### src/rtl/logic_unit_pipe_if.sv
// logic_unit_pipe_if: operand/result handshake bundle for logic_unit_pipe
//   slave  modport: unit side (takes operands, drives results/flags/count)
//   master modport: producer/consumer side
interface logic_unit_pipe_if #(
  parameter int WIDTH   = 8,
  parameter int COUNT_W = 8
);
  logic               in_valid;
  logic               in_ready;
  logic [WIDTH-1:0]   a;
  logic [WIDTH-1:0]   b;
  logic [2:0]         op;
  logic               out_valid;
  logic               out_ready;
  logic [WIDTH-1:0]   y;
  logic               zero;
  logic               parity;
  logic [COUNT_W-1:0] done_count;
  modport slave (
    input  in_valid, a, b, op, out_ready,
    output in_ready, out_valid, y, zero, parity, done_count
  );
  modport master (
    output in_valid, a, b, op, out_ready,
    input  in_ready, out_valid, y, zero, parity, done_count
  );
endinterface

### src/rtl/logic_unit_pipe.sv
// logic_unit_pipe: registered WIDTH-bit bitwise logic unit with 2-entry elastic buffer
//   clk, rst : clock, async active-high reset
//   io       : in_valid/in_ready/a/b/op in, out_valid/out_ready/y/zero/parity out, done_count
module logic_unit_pipe #(
  parameter int WIDTH   = 8,
  parameter int COUNT_W = 8
) (
  input logic clk,
  input logic rst,
  logic_unit_pipe_if.slave io
);
  localparam int RW = WIDTH + 2;
  // stored beat layout: {parity, zero, y}; reset image is y=0, zero=1, parity=0
  localparam logic [RW-1:0] EMPTY = {1'b0, 1'b1, {WIDTH{1'b0}}};
  logic [WIDTH-1:0]   r;
  logic [RW-1:0]      res;
  logic [RW-1:0]      m_q, m_d, s_q, s_d;
  logic               m_full_q, m_full_d, s_full_q, s_full_d, rdy_q, rdy_d;
  logic [COUNT_W-1:0] cnt_q, cnt_d;
  logic               in_x, out_x;
  always_comb begin
    r = io.op == 3'd0 ? ~io.a :
        io.op == 3'd1 ? io.a & io.b :
        io.op == 3'd2 ? io.a | io.b :
        io.op == 3'd3 ? io.a ^ io.b :
        io.op == 3'd4 ? ~(io.a & io.b) :
        io.op == 3'd5 ? ~(io.a | io.b) :
        io.op == 3'd6 ? ~(io.a ^ io.b) : io.a;
    res = {^r, ~|r, r};
  end
  always_comb begin
    in_x     = io.in_valid & io.in_ready;
    out_x    = m_full_q & io.out_ready;
    m_d      = m_q;
    s_d      = s_q;
    m_full_d = m_full_q;
    s_full_d = s_full_q;
    if (!m_full_q) begin
      m_full_d = in_x;
      m_d      = in_x ? res : m_q;
    end else if (out_x) begin
      // skid beat is older than any new beat, so it refills M first
      if (s_full_q) begin
        m_d      = s_q;
        s_full_d = 1'b0;
      end else if (in_x) m_d = res;
      else m_full_d = 1'b0;
    end else if (in_x) begin
      s_d      = res;
      s_full_d = 1'b1;
    end
    cnt_d = cnt_q + COUNT_W'(out_x);
    rdy_d = ~s_full_d;
  end
  always_ff @(posedge clk or posedge rst) begin
    if (rst) begin
      m_q      <= EMPTY;
      s_q      <= EMPTY;
      m_full_q <= 1'b0;
      s_full_q <= 1'b0;
      rdy_q    <= 1'b1;
      cnt_q    <= '0;
    end else begin
      m_q      <= m_d;
      s_q      <= s_d;
      m_full_q <= m_full_d;
      s_full_q <= s_full_d;
      rdy_q    <= rdy_d;
      cnt_q    <= cnt_d;
    end
  end
  // ready flop resets to 1 so the unit accepts immediately after release; gated low during reset
  assign io.in_ready   = rdy_q & ~rst;
  assign io.out_valid  = m_full_q;
  assign io.y          = m_q[WIDTH-1:0];
  assign io.zero       = m_q[WIDTH];
  assign io.parity     = m_q[WIDTH+1];
  assign io.done_count = cnt_q;
endmodule
### src/flat_wrapper.sv
// flat-port wrapper written by rule: the top's interface ports become plain ports
module logic_unit_pipe_flat 
#(
  parameter int WIDTH   = 8,
  parameter int COUNT_W = 8
)
  (clk, rst, io_in_valid, io_a, io_b, io_op, io_out_ready, io_in_ready, io_out_valid, io_y, io_zero, io_parity, io_done_count);
  logic_unit_pipe_if #(.WIDTH(WIDTH), .COUNT_W(COUNT_W)) io_i ();
  input logic clk;
  input logic rst;
  input wire logic [$bits(io_i.in_valid)-1:0] io_in_valid;
  input wire logic [$bits(io_i.a)-1:0] io_a;
  input wire logic [$bits(io_i.b)-1:0] io_b;
  input wire logic [$bits(io_i.op)-1:0] io_op;
  input wire logic [$bits(io_i.out_ready)-1:0] io_out_ready;
  output wire logic [$bits(io_i.in_ready)-1:0] io_in_ready;
  output wire logic [$bits(io_i.out_valid)-1:0] io_out_valid;
  output wire logic [$bits(io_i.y)-1:0] io_y;
  output wire logic [$bits(io_i.zero)-1:0] io_zero;
  output wire logic [$bits(io_i.parity)-1:0] io_parity;
  output wire logic [$bits(io_i.done_count)-1:0] io_done_count;
  assign io_i.in_valid = io_in_valid;
  assign io_i.a = io_a;
  assign io_i.b = io_b;
  assign io_i.op = io_op;
  assign io_i.out_ready = io_out_ready;
  assign io_in_ready = io_i.in_ready;
  assign io_out_valid = io_i.out_valid;
  assign io_y = io_i.y;
  assign io_zero = io_i.zero;
  assign io_parity = io_i.parity;
  assign io_done_count = io_i.done_count;
  logic_unit_pipe #(.WIDTH(WIDTH), .COUNT_W(COUNT_W)) u_core (.clk(clk), .rst(rst), .io(io_i));
endmodule
### config.mk
export PLATFORM = sky130hd
export DESIGN_NAME = logic_unit_pipe_flat
export DESIGN_NICKNAME = d
export VERILOG_FILES = /design/src/rtl/logic_unit_pipe_if.sv /design/src/rtl/logic_unit_pipe.sv /design/src/flat_wrapper.sv
export SDC_FILE = /design/constraint.sdc
export NUM_CORES = 1
export LEC_CHECK = 0
export CAP_MARGIN = 20
export CORE_ASPECT_RATIO = 1.1
export CORE_MARGIN = 5
export CORE_UTILIZATION = 43
export CTS_CLUSTER_DIAMETER = 120
export DETAILED_ROUTE_END_ITERATION = 16
export DONT_BUFFER_PORTS = 1
export GPL_ROUTABILITY_DRIVEN = 0
export MAX_ROUTING_LAYER = met4
export PLACE_DENSITY = 0.68
export SETUP_SLACK_MARGIN = 0.05
export SYNTH_ARGS = -nofsm -noshare
export SYNTH_HDL_FRONTEND = slang
export SYNTH_SLANG_ARGS = --single-unit
export TNS_END_PERCENT = 30
### constraint.sdc
create_clock -name clk -period 1.95 [get_ports clk]
set_input_delay 0.195 -clock clk [delete_from_list [all_inputs] [get_ports clk]]
set_output_delay 0.195 -clock clk [all_outputs]
set_load 0.05 [all_outputs]
==> impl_metrics.json <==
{
  "run_status": "finished clean",
  "crit_start": "io_a[2]",
  "global_route.peak_usage_layer": "met2",
  "tritoncts": "done",
  "yosysTopAreaCellShare_pct": 30.1,
  "worst-endpoint-arrival_ns": 2.01,
  "initial_utilization_pct": 43.7,
  "route.vias.total": 1953,
  "route.detailed.vias_per_inst": 5.37,
  "synth_seq_area_share_pct": 33.5,
  "fin_crit_sh_pct": 93.5,
  "post_synth_instance_area_um2": 2320,
  "sequentialPowerShare_pct": 47.2,
  "gr-usage-met1_pct": 18.4,
  "maxCapViolCount": 0,
  "diodes": 0,
  "die_footprint_um2": 6980,
  "final_period_minus_worst_setup_slack_ns": 1.82,
  "layout.cells.most_common": "sky130_fd_sc_hd__dfrtp_1",
  "mappedNetlistNets": 313,
  "final_util_pct": 51.0,
  "grt_first_pass_wirelength_mm": 8.54,
  "wirelength_mm": 4.91,
  "worstPathBufferInverterCount": 2,
  "finalWorstSetupSlack_ns": 0.128,
  "gate_count_of_the_mapped_netlist": 268,
  "leakage_nw": 1.28,
  "flow.area_growth_from_synthesis_pct": 16.8,
  "sw_frac_of_total_pct": 45.9,
  "cpLargestDelayFamily": "adder cells",
  "dr.first_iter.drc_count": 135,
  "rows": 28,
  "hold_ws_ns": 0.0803,
  "detail_route.drc_violations": 0,
  "critical-path-max-stage-delay_ns": 0.43,
  "critical_path_required_ns": 2.14,
  "worst_setup_path_start_kind": "input pin",
  "share_clk_of_total_power_pct": 15.7,
  "type_of_the_setup_path_with_the_least_slack": "input pin to register",
  "die_w_um": 80.1,
  "critPathMaxFanout": 5,
  "synth_async_sr_flop_share_pct": 100,
  "finalClockSkew_ns": 0.00654,
  "timing_max_transition_violations_final": 0,
  "tritoncts.num_buffers": 5,
  "maximum_clock_path_buffer_count": 2,
  "via_count_of_the_first_global_routing_pass": 1910,
  "setup_viol": 0,
  "slowest_stage": "sky130_fd_sc_hd__mux4_2",
  "setup.worst_path.end": "u_core.m_q[9]",
  "dp_hpwl_mm": 3.77,
  "globalRouteTotalUtil_pct": 15.5,
  "die_h_um": 87.1,
  "clk_pin_slew_ns": 0.06,
  "clk-insertion-delay-late_ns": 0.28,
  "worst-r2r-cell-count": 5,
  "cell_internal_pwr_w": 0.00163,
  "cts_setup_buffers": 0,
  "yosys_register_bits": 31,
  "synth_enable_flop_cells": 0,
  "slew_headroom_pct": 65.4,
  "timing.reg2reg.setup_slack_ns": 0.23,
  "antenna_found_initial": 0,
  "core_um2": 5330,
  "globalRoute.totalOverflow": 0,
  "worst_setup_path_end_kind": "register",
  "power_density_nw_per_um2": 1110,
  "use_met3_pct": 4.04,
  "global_route.usage.met2_pct": 25.8,
  "r2r_start": "u_core.rdy_q",
  "synth_cell_type_count": 48,
  "drive_above_1_share_pct": 20.8,
  "synth_largest_area_cell": "sky130_fd_sc_hd__dfrtp_1",
  "worst-path-stages": 11,
  "switching_power_w": 0.00139,
  "timing_hold_violations_final": 0,
  "post-place-ws_ns": -0.202,
  "syn_area_per_cell_um2": 8.67,
  "netlist_top_cells_area": "sky130_fd_sc_hd__dfrtp_1 (30%), sky130_fd_sc_hd__ha_1 (12%), sky130_fd_sc_hd__inv_1 (4.8%), sky130_fd_sc_hd__o21ai_0 (4.7%), sky130_fd_sc_hd__nand2_1 (3.9%)",
  "path_cells": "inv_4, ha_4, inv_2, mux4_2, o21ai_1, o21ai_1, ha_1, xnor2_2, xnor2_2, o22ai_1, a22oi_1",
  "io_buffer_count": 0,
  "clock_sink_count": 31,
  "wl_per_cell_um": 13.5,
  "max_freq_mhz": 549,
  "final_area_um2": 2720,
  "floorplan.io_pins": 43,
  "pin_count_of_the_biggest_net_entering_global_routing": 47,
  "post_dp_cell_area_um2": 2580,
  "cts.root.buffer_cell": "sky130_fd_sc_hd__clkbuf_8",
  "synth-main-ff-cell": "sky130_fd_sc_hd__dfrtp_1",
  "postRouteAntennaNets": 0,
  "vdd_ir_drop_max_uv": 428,
  "min_path_type": "input pin to register",
  "finalNetCount": 333,
  "grt_setup_unrepaired": "no",
  "timing.rr.end": "u_core.m_q[0]",
  "yosys_warnings": 0,
  "comb_power_share_pct": 37.1,
  "clock_tree.htree_level_count": 2,
  "mostFrequentLayoutCells": "sky130_fd_sc_hd__dfrtp_1 (28), sky130_fd_sc_hd__buf_4 (25), sky130_fd_sc_hd__nand2_1 (24)",
  "worst-slew-pin-transition_ns": 0.519,
  "dr.pass1.iters": 4,
  "setup-tns-final_ns": 0
}
[cells by family (layout without fill, tap and decap cells)]
logic type | Yosys count | count (layout) | share of synthesized area [%]
xor+xnor | 9 | 9 | 3.39
mux | 7 | 7 | 4.79
fa+ha+maj | 22 | 22 | 11.8
flops | 31 | 31 | 33.5
buf+inv | 45 | 66 | 8.56
compound gates | 81 | 81 | 23.3
simple gates | 73 | 73 | 14.6
[power by group through the flow]
stage	combinational, W	clock, W	sequential [W]
6_report	0.00112	0.000474	0.00142
5_1_grt	0.00124	0.000522	0.00146
4_1_cts	0.00109	0.000488	0.00143
3_5_place_dp	0.00108	0	0.00144
3_3_place_gp	0.00106	0	0.00143
2_1_floorplan	0.000624	0	0.00159
[state kept, by name, indices dropped and copies added, names as in the netlist]
name,count
u_core.m_q,10
u_core.s_q,10
u_core.io.done_count,8
u_core.io.out_valid,1
u_core.rdy_q,1
u_core.s_full_q,1
[metal layers]
metal	share of wire, %	up-vias
li1	-	987
met1	44	904
met2	47	56
met3	7.0	6
met4	1.6	0
met5	0	-
[Yosys cell counts, types with 4 or more instances]
cell,instances
sky130_fd_sc_hd__nor2_1,19
sky130_fd_sc_hd__a22oi_1,8
sky130_fd_sc_hd__nand3_1,6
sky130_fd_sc_hd__nand2b_1,5
sky130_fd_sc_hd__clkbuf_1,4
sky130_fd_sc_hd__nand2_1,24
sky130_fd_sc_hd__nor2b_1,7
sky130_fd_sc_hd__dfrtp_1,28
sky130_fd_sc_hd__xnor2_1,6
sky130_fd_sc_hd__nor3_1,4
sky130_fd_sc_hd__ha_1,22
sky130_fd_sc_hd__o21ai_0,22
sky130_fd_sc_hd__buf_2,6
sky130_fd_sc_hd__inv_1,30
sky130_fd_sc_hd__a21oi_1,15
[what timing repair did]
item,in CTS,in global routing
setup endpoints to repair,0,1
hold endpoints to repair,28,0
hold buffers,1,0
gates resized for setup,0,8
[stage by stage]
| step | instances | total power [W] |
|---|---|---|
| floorplan | 268 | 0.00222 |
| global placement | 355 | 0.00249 |
| global route | 364 | 0.00323 |
| CTS | 364 | 0.00301 |
| detailed placement | 355 | 0.00252 |
| finish | 364 | 0.00302 |
[area by class of cell]
type / count / area (um2)
clock inverter: 1 / 5.00
timing repair buffer: 26 / 198
sequential: 31 / 779
inverter: 32 / 143
fill: 528 / 2610
clock buffer: 7 / 76.3
multi-input combinational: 192 / 1420
tap: 75 / 93.8
[how the worst min path moves through the flow]
stage                             from                 endpoint  slack, ns  cells past startpoint
after floorplan                    rst  u_core.io.done_count[0]       0.30                      1
after global placement             rst          u_core.s_full_q       0.18                      2
after detailed placement           rst          u_core.s_full_q       0.19                      2
after CTS                 io_out_ready             u_core.rdy_q       0.07                      2
after global routing      io_out_ready             u_core.rdy_q       0.08                      2
final                     io_out_ready             u_core.rdy_q       0.08                      2
Power figures use the tool's default switching activity.
